--- src/rtl/pc_unit.sv ---
// Program-counter unit for the IF stage: sequential fetch, branch/jump redirect,
// exception entry with EPC capture, misaligned-target trap and a halt/resume FSM.
`timescale 1ns/1ps

module pc_unit #(
    parameter int unsigned      WIDTH      = 32,
    parameter logic [WIDTH-1:0] RESET_ADDR = WIDTH'(32'h0000_0000),
    parameter logic [WIDTH-1:0] EXC_VECTOR = WIDTH'(32'h0000_0080),
    parameter int unsigned      INC        = 4
) (
    input  logic             clk,
    input  logic             reset,
    input  logic             stall,
    input  logic             halt_req,
    input  logic             resume,
    input  logic             branch_taken,
    input  logic [WIDTH-1:0] branch_target,
    input  logic             jump,
    input  logic [WIDTH-1:0] jump_target,
    input  logic             exc_req,
    output logic [WIDTH-1:0] pc,
    output logic [WIDTH-1:0] pc_plus4,
    output logic             pc_valid,
    output logic [WIDTH-1:0] epc,
    output logic             misalign_err,
    output logic             halted
);

    localparam logic [WIDTH-1:0] INC_W  = WIDTH'(INC);
    localparam logic [WIDTH-1:0] ZERO_W = {WIDTH{1'b0}};

    typedef enum logic [1:0] {
        ST_BOOT   = 2'd0,
        ST_RUN    = 2'd1,
        ST_HALTED = 2'd2
    } state_e;

    state_e           state_q, state_d;
    logic [WIDTH-1:0] pc_q, pc_d;
    logic [WIDTH-1:0] epc_q, epc_d;
    logic             misalign_q, misalign_d;
    logic             pc_valid_q, pc_valid_d;
    logic             halted_q, halted_d;

    logic             redirect_s;
    logic [WIDTH-1:0] target_s;
    logic             target_bad_s;

    function automatic logic misaligned_f(input logic [WIDTH-1:0] addr);
        return (addr % INC_W) != ZERO_W;
    endfunction

    // Branch outranks jump when both are asserted.
    assign redirect_s   = branch_taken | jump;
    assign target_s     = branch_taken ? branch_target : jump_target;
    assign target_bad_s = misaligned_f(target_s);

    // State register.
    always_ff @(posedge clk or negedge reset) begin
        if (!reset) begin
            state_q <= ST_BOOT;
        end else begin
            state_q <= state_d;
        end
    end

    // Next-state logic; a redirect in the same cycle as halt_req defers the halt.
    always_comb begin
        state_d = state_q;
        case (state_q)
            ST_BOOT: begin
                state_d = ST_RUN;
            end
            ST_RUN: begin
                if (!exc_req && !redirect_s && halt_req) begin
                    state_d = ST_HALTED;
                end else begin
                    state_d = ST_RUN;
                end
            end
            ST_HALTED: begin
                if (exc_req) begin
                    state_d = ST_RUN;
                end else if (resume && !halt_req) begin
                    state_d = ST_RUN;
                end else begin
                    state_d = ST_HALTED;
                end
            end
            default: begin
                state_d = ST_BOOT;
            end
        endcase
    end

    // Next-PC, EPC and status outputs.
    always_comb begin
        pc_d       = pc_q;
        epc_d      = epc_q;
        misalign_d = 1'b0;
        case (state_q)
            ST_RUN: begin
                if (exc_req) begin
                    pc_d  = EXC_VECTOR;
                    epc_d = pc_q;
                end else if (redirect_s) begin
                    if (target_bad_s) begin
                        pc_d       = EXC_VECTOR;
                        epc_d      = pc_q;
                        misalign_d = 1'b1;
                    end else begin
                        pc_d = target_s;
                    end
                end else if (halt_req || stall) begin
                    pc_d = pc_q;
                end else begin
                    pc_d = pc_q + INC_W;
                end
            end
            ST_HALTED: begin
                if (exc_req) begin
                    pc_d  = EXC_VECTOR;
                    epc_d = pc_q;
                end else begin
                    pc_d = pc_q;
                end
            end
            default: begin
                pc_d = pc_q;
            end
        endcase
        pc_valid_d = (state_d == ST_RUN);
        halted_d   = (state_d == ST_HALTED);
    end

    // Datapath and status registers.
    always_ff @(posedge clk or negedge reset) begin
        if (!reset) begin
            pc_q       <= RESET_ADDR;
            epc_q      <= ZERO_W;
            misalign_q <= 1'b0;
            pc_valid_q <= 1'b0;
            halted_q   <= 1'b0;
        end else begin
            pc_q       <= pc_d;
            epc_q      <= epc_d;
            misalign_q <= misalign_d;
            pc_valid_q <= pc_valid_d;
            halted_q   <= halted_d;
        end
    end

    assign pc           = pc_q;
    assign pc_plus4     = pc_q + INC_W;
    assign pc_valid     = pc_valid_q;
    assign epc          = epc_q;
    assign misalign_err = misalign_q;
    assign halted       = halted_q;

    pc_unit_chk #(
        .WIDTH      (WIDTH),
        .EXC_VECTOR (EXC_VECTOR)
    ) u_chk (
        .clk          (clk),
        .reset        (reset),
        .pc           (pc_q),
        .pc_valid     (pc_valid_q),
        .misalign_err (misalign_q),
        .halted       (halted_q)
    );

endmodule

// Invariants on the registered outputs.
module pc_unit_chk #(
    parameter int unsigned      WIDTH      = 32,
    parameter logic [WIDTH-1:0] EXC_VECTOR = WIDTH'(32'h0000_0080)
) (
    input logic             clk,
    input logic             reset,
    input logic [WIDTH-1:0] pc,
    input logic             pc_valid,
    input logic             misalign_err,
    input logic             halted
);

    a_halted_not_valid: assert property (@(posedge clk) disable iff (!reset)
        halted |-> !pc_valid);

    a_misalign_vector: assert property (@(posedge clk) disable iff (!reset)
        misalign_err |-> (pc == EXC_VECTOR));

endmodule

--- config.mk ---
export PLATFORM = sky130hd
export DESIGN_NAME = pc_unit
export DESIGN_NICKNAME = d
export VERILOG_FILES = /design/src/rtl/pc_unit.sv
export SDC_FILE = /design/constraint.sdc
export NUM_CORES = 1
export LEC_CHECK = 0
export CORE_UTILIZATION = 39
export CTS_CLUSTER_SIZE = 24
export DETAILED_ROUTE_END_ITERATION = 10
export GPL_ROUTABILITY_DRIVEN = 1
export PLACE_DENSITY = 0.77
export SYNTH_ARGS = -nofsm -noshare
export SYNTH_HDL_FRONTEND = slang
export SYNTH_SLANG_ARGS = --single-unit
--- constraint.sdc ---
create_clock -name clk -period 1.9 [get_ports clk]
set_clock_uncertainty 0.05 [all_clocks]
set_input_delay 0.19 -clock clk [delete_from_list [all_inputs] [get_ports clk]]
set_output_delay 0.19 -clock clk [all_outputs]
set_load 0.005 [all_outputs]
==> metrics.txt, run 1 <==
outcome=complete, but fails checks; failing checks=negative setup slack; ys async rst share=1.000; final setup vio count=66; Hold Fails Final Rpt=0; Startpoint Class=register; Seq/Total Area, Yosys=0.4182; Worst IR Drop VDD=0.0007306 V; first-pass GRT wire length=slightly above 30 mm; Core ar.=~10000 µm²; Worst EP arrival=2390 ps; Post-Route Utilization=0.8778; Slew Limit Fails=0; Max FO, Critical Path=5; vias=5983; ys flop type=dfrtp_1; Longest Clk Path Bufs=2; Final ANT Viol Nets=0; total CTS buffers=9; Post-synth EDFFs=0; area grow syn2layout=118.5%; Yosys top cell area share=0.4182; met2 wire length=about 12 mm; synth warn=0; clock network latency to the later pin of the worst-skew pair=370 ps; leakage=between 4 and 5 nW; CTS root buffer=clkbuf_8; Max Freq=380.4 MHz; Final period util=1.384; MaxCap Viol Count=0; Post-DP HPWL=around 11 mm; worst hold path class=in -> async; crit end category=primary output; Yosys reg bits=69; Worst Setup Slack, final=-728.8 ps; Starting Density=0.4018; gr usage total=0.3625; unrepaired setup endpoints after global routing=yes; ratio of cells with drive above 1 in the final layout=0.5143; Die Y=roughly 100 µm; Slew @ Worst Pin=647.7 ps; Inst Count DP=819; gpl congestion=0.8907; routed length per instance=between 20 and 30 µm; Finished Layout Cells=943; clock sinks=69; largest net degree at the start of global routing=45; Antenna Cells=0; final wirelength=about 25 mm; I/O pin count=171; drc violations=0; WL met3=2.579 mm; Die Footprint=between 10000 and 15000 µm²; Yosys top cell by area=dfrtp_1; largest cells by area after synthesis=dfrtp_1, mux2_2, xnor2_1; 1st-iter DRT viols=580; number of global-route vias before repair=approximately 5.6k; Nets=879; Vias per Instance=6.345; Pwr Density=roughly 840 nW/µm²; R2R depth=11; uppermost layer routed=met4; Avg Inst Size Synth=around 9.6 µm²; GRT overflow=0; CTS tree=yes; syn nets=506; antenna violations before repair=0; Mapped Cells=429; H-tree depth=3; Netlist cell types=57; Rel. slew slack=0.5682; Rows=37; top-count cell post-synth=dfrtp_1; clk slew on worst S/H paths=80 ps; cell area after synthesis=4129 µm²; Chip Width=104.9 µm; Worst EP required=1660 ps; Commonest cells post-synth=dfrtp_1, nor2_1, mux2_2; kind of critical path=reg -> out; post-layout min period=2629 ps; port bufs=170; DRT Pass-1 Iters=6; wire length on met1=~8.8 mm
-- final cells by class --
class                      instances  area (µm²)
tap                              136       170.2
clock buffer                      12       145.1
clock inverter                     4       47.55
timing repair buffer             390        3717
multi-input combinational        316        3149
inverter                          16       63.81
fill                             451        1256
sequential                        69        1728
-- registers in the layout, summed over array words and instances, names as in the netlist --
name and count:
epc 32, halted 1, misalign_err 1, pc 32
pc_valid 1, state_q 2
-- layout by cell type, fill, tap and decap left out, types with 11 or more instances in the layout --
cell and instances:
nand2_1 16, buf_2 25, mux2_2 27, nor2_1 22
a21oi_1 13, buf_6 66, inv_1 13, dfrtp_1 68
buf_4 137, buf_12 11, a22oi_1 16, xnor2_2 13
clkdlybuf4s50_1 134
-- kinds of logic after synthesis --
kind of cell,share of synthesized area
xor gates and xnor gates,0.05727
AOI/OAI and AO/OA,0.1818
adders and majority gates,0.01515
and+or+nand+nor,0.1885
muxes,0.09212
DFF,0.4182
buffers and inverters,0.04697
-- power by group --
part	total, mW	switching, mW	internal, mW
combinational	4.36	2.01	2.35
sequential	1.93	0.215	1.72
clock	1.29	0.653	0.640
-- timing repair --
item,in CTS,in global routing
setup buffers,77,53
gates resized for setup,268,115
hold endpoints to repair,42,0
cloned,7,3
pin swaps,74,81
endpoints found under the setup margin,60,93
hold buffers,1,0
-- path summary, 6_finish.rpt --
path	from	to	slack (ps)
setup / recovery	pc[9]	pc_plus4[30]	-730
hold / removal	reset	pc[21]	320
setup reg to reg	pc[9]	pc[20]	-550
hold reg to reg	epc[28]	epc[28]	470
max in group asynchronous	reset	epc[20]	780
min in group clk	branch_taken	pc[18]	400
-- per-stage QoR --
stage	power, mW	area (µm²)	setup slack, ps	TNS [ps]	hold WS, ps
4_1_cts	6.539	8247	-486.3	-11340	356.6
6_report	7.583	9021	-728.8	-19440	323.7
3_5_place_dp	4.554	6799	-368.2	-23580	177.0
2_1_floorplan	3.042	4177	-68.80	-242.8	-155.6
3_3_place_gp	4.493	6799	-331.0	-22220	173.8
5_1_grt	7.739	9021	-767.2	-21470	368.8
-- critical path, cell delays in order, from the launching register on --
cell	delay, ps
dfrtp_1	480
nand4_4	140
buf_6	150
buf_8	120
nor4_4	370
buf_12	180
nand4_1	170
xnor2_1	250
buf_2	150
-- per-layer routing --
metal / up-vias / global-route usage
met2: 557 / 0.6216
li1: 2335 / -
met1: 2890 / 0.4090
met3: 201 / 0.08359
met5: - / 0
met4: 0 / 0.2203
(Power assumes the default switching activity.)
==> inputs of run 2 (changes only) <==
--- a/config.mk
+++ b/config.mk
@@ -5,11 +5,12 @@
 export SDC_FILE = /design/constraint.sdc
 export NUM_CORES = 1
 export LEC_CHECK = 0
-export CORE_UTILIZATION = 39
+export CORE_UTILIZATION = 40
+export CTS_BUF_LIST = sky130_fd_sc_hd__clkbuf_4 sky130_fd_sc_hd__clkbuf_8
 export CTS_CLUSTER_SIZE = 24
 export DETAILED_ROUTE_END_ITERATION = 10
 export GPL_ROUTABILITY_DRIVEN = 1
-export PLACE_DENSITY = 0.77
+export PLACE_DENSITY = 0.79
 export SYNTH_ARGS = -nofsm -noshare
 export SYNTH_HDL_FRONTEND = slang
 export SYNTH_SLANG_ARGS = --single-unit
==> run 2 against run 1 <==
Effect of this change: the flow still finishes with violations (negative setup slack); cell count down 3.3%; clock power up 10%; largest cell class unchanged; utilization up 0.87 points; sequential power about the same; sequential cell count unchanged; clock-buffer cell count down 3.
==> metrics.txt, run 2 (same netlist as run 1, synthesis figures left out) <==
Worst EP required=1660 ps (about the same); Chip Width=103.6 µm (-1.2%); Max Freq=409.7 MHz (+7.7%); share of power burned in registers=0.259 (+0.004); unrepaired setup endpoints after global routing=yes; leakage=4.147 nW (-4.2%); drc violations=0 (unchanged); most common cell after layout, fill and taps aside=clkdlybuf4s50_1; final wirelength=22.84 mm (-9.9%); met2 wire length=11.04 mm (-6.3%); Core ar.=9910 µm² (-3.6%); Post-DP HPWL=11.41 mm (+1.6%); Slew Limit Fails=0 (unchanged); clk slew on worst S/H paths=100 ps (+20 ps); Antenna Cells=0 (unchanged); MaxCap Viol Count=0 (unchanged); Max FO, Critical Path=2 (-3); WL met3=1.995 mm (-23%); Setup Slack @ Placement=-340.0 ps (+28.19 ps); Worst EP arrival=2200 ps (-190 ps); Rows=36 (-2.7%); Post-Route Utilization=0.8865 (+0.008720); uppermost layer routed=met4; final setup vio count=78 (+18%); worst hold path class=in -> async; first-pass GRT wire length=29.61 mm (-2.4%); clock network latency to the later pin of the worst-skew pair=370 ps (about the same); 1st-iter DRT viols=478 (-18%); Vias per Instance=6.208 (-2.1%); post-layout min period=2441 ps (-188.2 ps); GRT overflow=0 (unchanged); vias=5662 (-5.4%); clock network power share=0.189 (+0.018); total power=7.542 mW (-0.54%); Die Footprint=10730 µm² (-2.5%); setup TNS=-15890 ps (+3554 ps); number of global-route vias before repair=5420 (-3.7%); CTS tree=yes; crit end category=primary output; gr usage total=0.3563 (-0.006168); Psw=2.790 mW (-3.0%); Longest Clk Path Bufs=2 (unchanged); antenna violations before repair=0 (unchanged); ratio of cells with drive above 1 in the final layout=0.5058 (-0.008474); Worst IR Drop VDD=0.0005823 V (-20%); Startpoint Class=register; port bufs=170 (unchanged); switching portion of total power=0.3699 (-0.009208); Final period util=1.285 (-0.09907); Slew @ Worst Pin=637.6 ps (-10.06 ps); routed length per instance=25.04 µm (-6.9%); area grow syn2layout=112.8%; H-tree depth=3 (unchanged); DRT Pass-1 Iters=5 (-1); largest net degree at the start of global routing=39 (-13%); Nets=851 (-3.2%); wire length on met1=8.054 mm (-8.8%); I/O pin count=171 (unchanged); failing checks=negative setup slack; Pint=4.752 mW (+0.94%); Starting Density=0.4167 (+0.01491); kind of critical path=reg -> out; Hold Slack=257.3 ps (-66.41 ps); CTS root buffer=clkbuf_8; Pwr Density=858.6 nW/µm² (+2.1%); Hold Fails Final Rpt=0 (unchanged); Die Y=103.6 µm (-1.2%); fill cell count=406 (-10%); gpl congestion=0.8835 (-0.81%); Final ANT Viol Nets=0 (unchanged); Logic pwr share=0.553 (-0.021); Rel. slew slack=0.5749 (+0.006709); total CTS buffers=9 (unchanged); Worst Setup Slack, final=-540.6 ps (+188.2 ps); most frequent cells in the layout=clkdlybuf4s50_1, buf_4, dfrtp_1, buf_6, buf_2; clock sinks=69 (unchanged); outcome=complete, but fails checks
==> run 2: changes by cell type in the layout (fill, tap and decap cells not counted), sizes merged <==
cell and change:
buf -28, clkdlybuf4s50 +4, dlymetal6s2s -4, inv +3
clkbuf -2, clkinvlp -2, bufinv +1, clkdlybuf4s15 -1
clkinv +1
==> run 2: layout make-up <==
cell class	instances	area, µm²	share of cell area
repair buffers	362	3430	0.3904
multi-input cells	316	3177	0.3616
flip-flops and latches	69	1732	0.1971
well taps	133	166.4	0.01894
clock buffers	9	123.9	0.01410
clock inverters	7	96.34	0.01097
inverters	16	60.06	0.006837
==> run 2: repair_timing <==
item / in CTS / in global routing
cloned: 5 / 3
endpoints found under the setup margin: 92 / 95
gates resized for setup: 278 / 117
buffers inserted: 65 / 22
hold endpoints to repair: 31 / 0
pin swaps: 82 / 52
hold buffers: 1 / 0
==> run 2: metal layers <==
layer | GRT usage | vias up
met3 | 0.07363 | 162
met1 | 0.4002 | 2776
met4 | 0.2081 | 0
met5 | 0 | -
met2 | 0.6242 | 454
li1 | - | 2270
==> run 2: per-stage QoR <==
stage | cells | cell area (µm²)
finish | 912 | 8785
global route | 912 | 8785
CTS | 900 | 8188
detailed placement | 821 | 6820
global placement | 821 | 6820
floorplan | 429 | 4177
==> run 2: final timing paths <==
path                       slack [ps]  cells after the start      startpoint            to
hold / removal                    260                      2           reset        pc[10]
min in group clk                  420                      3  jump_target[5]         pc[5]
max in group asynchronous         970                      3           reset       epc[11]
setup / recovery                 -540                      8           pc[3]  pc_plus4[26]
setup reg to reg                 -360                      9           pc[3]        pc[21]
hold reg to reg                   470                      1          epc[3]        epc[3]
==> run 2: worst max-delay path: stages, from the launching register on <==
cell and delay (ps):
dfrtp_1 430, ha_4 180, nand4_1 180, buf_4 230, nor2_4 110, buf_6 120
nand4_1 180, xnor2_1 240, buf_2 150
==> run 2: power by group through the flow <==
stage	clock (mW)	sequential [mW]	combinational, mW
after floorplan	0	1.95	1.10
after global placement	0	1.88	2.61
after detailed placement	0	1.90	2.69
after CTS	1.37	1.90	3.42
after global routing	1.48	1.96	4.28
final	1.42	1.95	4.17
==> inputs of run 3 (changes only) <==
--- a/config.mk
+++ b/config.mk
@@ -5,12 +5,13 @@
 export SDC_FILE = /design/constraint.sdc
 export NUM_CORES = 1
 export LEC_CHECK = 0
-export CORE_UTILIZATION = 40
+export ABC_AREA = 1
+export CORE_UTILIZATION = 45
 export CTS_BUF_LIST = sky130_fd_sc_hd__clkbuf_4 sky130_fd_sc_hd__clkbuf_8
 export CTS_CLUSTER_SIZE = 24
 export DETAILED_ROUTE_END_ITERATION = 10
 export GPL_ROUTABILITY_DRIVEN = 1
-export PLACE_DENSITY = 0.79
+export PLACE_DENSITY = 0.83
 export SYNTH_ARGS = -nofsm -noshare
 export SYNTH_HDL_FRONTEND = slang
 export SYNTH_SLANG_ARGS = --single-unit
==> constraint.sdc (replaced) <==
create_clock -name clk -period 2.8 [get_ports clk]
set_clock_uncertainty 0.05 [all_clocks]
set_input_delay 0.28 -clock clk [delete_from_list [all_inputs] [get_ports clk]]
set_output_delay 0.28 -clock clk [all_outputs]
set_load 0.005 [all_outputs]
==> run 3 against run 2 <==
Effect of this change: the flow now finishes without violations; clock-buffer cell count grew 4; global-route usage shrank 5.8 points; register-to-register slack gained 1200 ps; critical path type unchanged; highest routed layer unchanged; utilization shrank 21 points; first-iteration DRC count shrank 28%.
==> metrics.txt, run 3 <==
setup TNS=0 ps (+15890 ps); cell area after synthesis=4255 µm² (+3.1%); MaxCap Viol Count=0 (unchanged); Max Freq=363.1 MHz; port bufs=170 (unchanged); number of global-route vias before repair=4535 (-16%); worst hold stages=2; synth warn=0 (unchanged); Yosys reg bits=69 (unchanged); clock network latency to the later pin of the worst-skew pair=350 ps (-20 ps); outcome=finished clean; Mapped Cells=607 (+41%); drc violations=0 (unchanged); post-layout min period=between 2000 and 3000 ps; Seq/Total Area, Yosys=0.4058 (-0.01242); Reg-to-Reg End=pc[14]; Die Footprint=9850 µm² (-8.2%); Final ANT Viol Nets=0 (unchanged); H-tree depth=3 (unchanged); CTS tree=yes; most frequent cells in the layout=nand2_1, clkdlybuf4s50_1, dfrtp_1, inv_1, nor2_1; top-count cell post-synth=nand2_1; total power=3.689 mW (-51%); clock sinks=69 (unchanged); kind of critical path=reg -> out; Worst IR Drop VDD=0.0003014 V (-48%); Longest Clk Path Bufs=2 (unchanged); crit end category=primary output; clk slew on worst S/H paths=80 ps (-20 ps); Core ar.=9196 µm² (-7.2%); Die Y=99.25 µm (-4.2%); antenna violations before repair=0 (unchanged); Chip Width=99.25 µm (-4.2%); Reg2Reg Setup Slack=840 ps (+1200 ps); first-pass GRT wire length=23.04 mm (-22%); ys flop type=dfrtp_1; Starting Density=0.4627 (+0.04605); area grow syn2layout=46.78%; WHS Endpoint=epc[15]; 1st-iter DRT viols=346 (-28%); vias=4786 (-15%); Post-DP HPWL=11.04 mm (-3.2%); gr usage total=0.2988 (-0.05751); Cell Area, Placed=6055 µm² (-11%); largest cells by area after synthesis=dfrtp_1, nand2_1, a22o_1; total CTS buffers=9 (unchanged); Avg Inst Size Synth=7.010 µm² (-27%); Startpoint Class=register; ys async rst share=1.000 (unchanged); Nets=856 (+0.59%); Crit Reg-Reg Startpoint=state_q[0]; Worst EP required=2470 ps (+810 ps); hold path start=epc[15]; Commonest cells post-synth=nand2_1, dfrtp_1, inv_1; CTS root buffer=clkbuf_8; Netlist cell types=35 (-39%); leakage=2.917 nW (-30%); Post-synth EDFFs=0 (unchanged); largest net degree at the start of global routing=32 (-18%); syn nets=684 (+35%); unrepaired setup endpoints after global routing=no; Worst EP arrival=2420 ps (+220 ps); Rows=35 (-2.8%); final wirelength=14.41 mm (-37%); R2R depth=8 (-1); Hold Fails Final Rpt=0 (unchanged); routed length per instance=16.12 µm (-36%); DRT Pass-1 Iters=5 (unchanged); Yosys top cell area share=0.4058 (-0.01242); Slew @ Worst Pin=777.3 ps (+139.7 ps); most common cell after layout, fill and taps aside=nand2_1; Yosys top cell by area=dfrtp_1; Slew Limit Fails=0 (unchanged); final setup vio count=0 (-100%); Final period util=0.9837; Final Cell Area=6246 µm² (-29%); Max FO, Critical Path=6 (+4); Antenna Cells=0 (unchanged); worst hold path class=reg -> reg; I/O pin count=171 (unchanged); gpl congestion=0.9725 (+10%); GRT overflow=0 (unchanged); Vias per Instance=5.353 (-14%); Rel. slew slack=0.4812 (-0.09371); ratio of cells with drive above 1 in the final layout=0.07535 (-0.4304); Pwr Density=590.6 nW/µm² (-31%)
## run 3: logic make-up after synthesis
| logic type | count (synthesis) | share of synthesized area |
|---|---|---|
| fa+ha+maj | 5 | 0.01470 |
| compound gates | 72 | 0.1158 |
| simple gates | 380 | 0.3678 |
| flops | 69 | 0.4058 |
| xor+xnor | 9 | 0.01852 |
| buf+inv | 72 | 0.07733 |
## run 3: cell type report
type                       count  area (µm²)
fill                         788        2950
multi-input combinational    466        2210
timing repair buffer         183        1809
sequential                    69        1728
inverter                      50       190.2
clock buffer                  13       160.2
tap                          111       138.9
clock inverter                 2       10.01
## run 3: worst max-delay path: stages (launching register included)
cell and delay (ps):
dfrtp_2 440, ha_1 190, nand2_1 110, inv_1 130, nand3_1 140, nor2_2 270, xor2_1 240, clkdlybuf4s50_1 550
## run 3: power breakdown
| group | internal, mW | leakage, nW | switching (mW) | total [mW] |
|---|---|---|---|---|
| clock network | 0.369 | 0.0935 | 0.370 | 0.739 |
| logic | 0.787 | 1.89 | 0.769 | 1.56 |
| registers | 1.19 | 0.932 | 0.203 | 1.39 |
## run 3: timing repair
| item | in CTS | in global routing |
|---|---|---|
| hold buffers | 1 | 0 |
| pin swaps | 0 | 1 |
| endpoints found under the hold margin | 29 | 0 |
| buffers inserted | 0 | 0 |
| endpoints found under the setup margin | 2 | 10 |
| resized for setup | 1 | 2 |
## run 3: layer usage
layer	wire length, µm	share of wire	global-route usage
met1	6111	0.42	0.4014
met2	6659	0.46	0.4781
met3	1182	0.082	0.04919
met4	455	0.032	0.1301
met5	0	0	0
## run 3: how the worst max path moves through the flow
| stage | start | endpoint | slack (ps) | depth (start not counted) |
|---|---|---|---|---|
| finish | pc[3] | pc_plus4[16] | 50 | 7 |
| global route | pc[3] | pc_plus4[18] | 9 | 7 |
| CTS | pc[3] | pc_plus4[16] | 20 | 7 |
| detailed placement | branch_taken | epc[0] | 290 | 10 |
| global placement | pc[3] | pc_plus4[16] | 330 | 7 |
| floorplan | state_q[0] | pc[11] | 1160 | 8 |
## run 3: metrics by stage
stage                     setup slack, ps  hold WS [ps]    util  instances
after global routing                9.006         457.6  0.6792        894
after CTS                           21.58         439.2  0.6782        894
after global placement              328.7         312.8  0.6584        878
after detailed placement            292.9         327.9  0.6584        878
after floorplan                      1160        -65.59       -        607
final                               45.57         432.0  0.6792        894
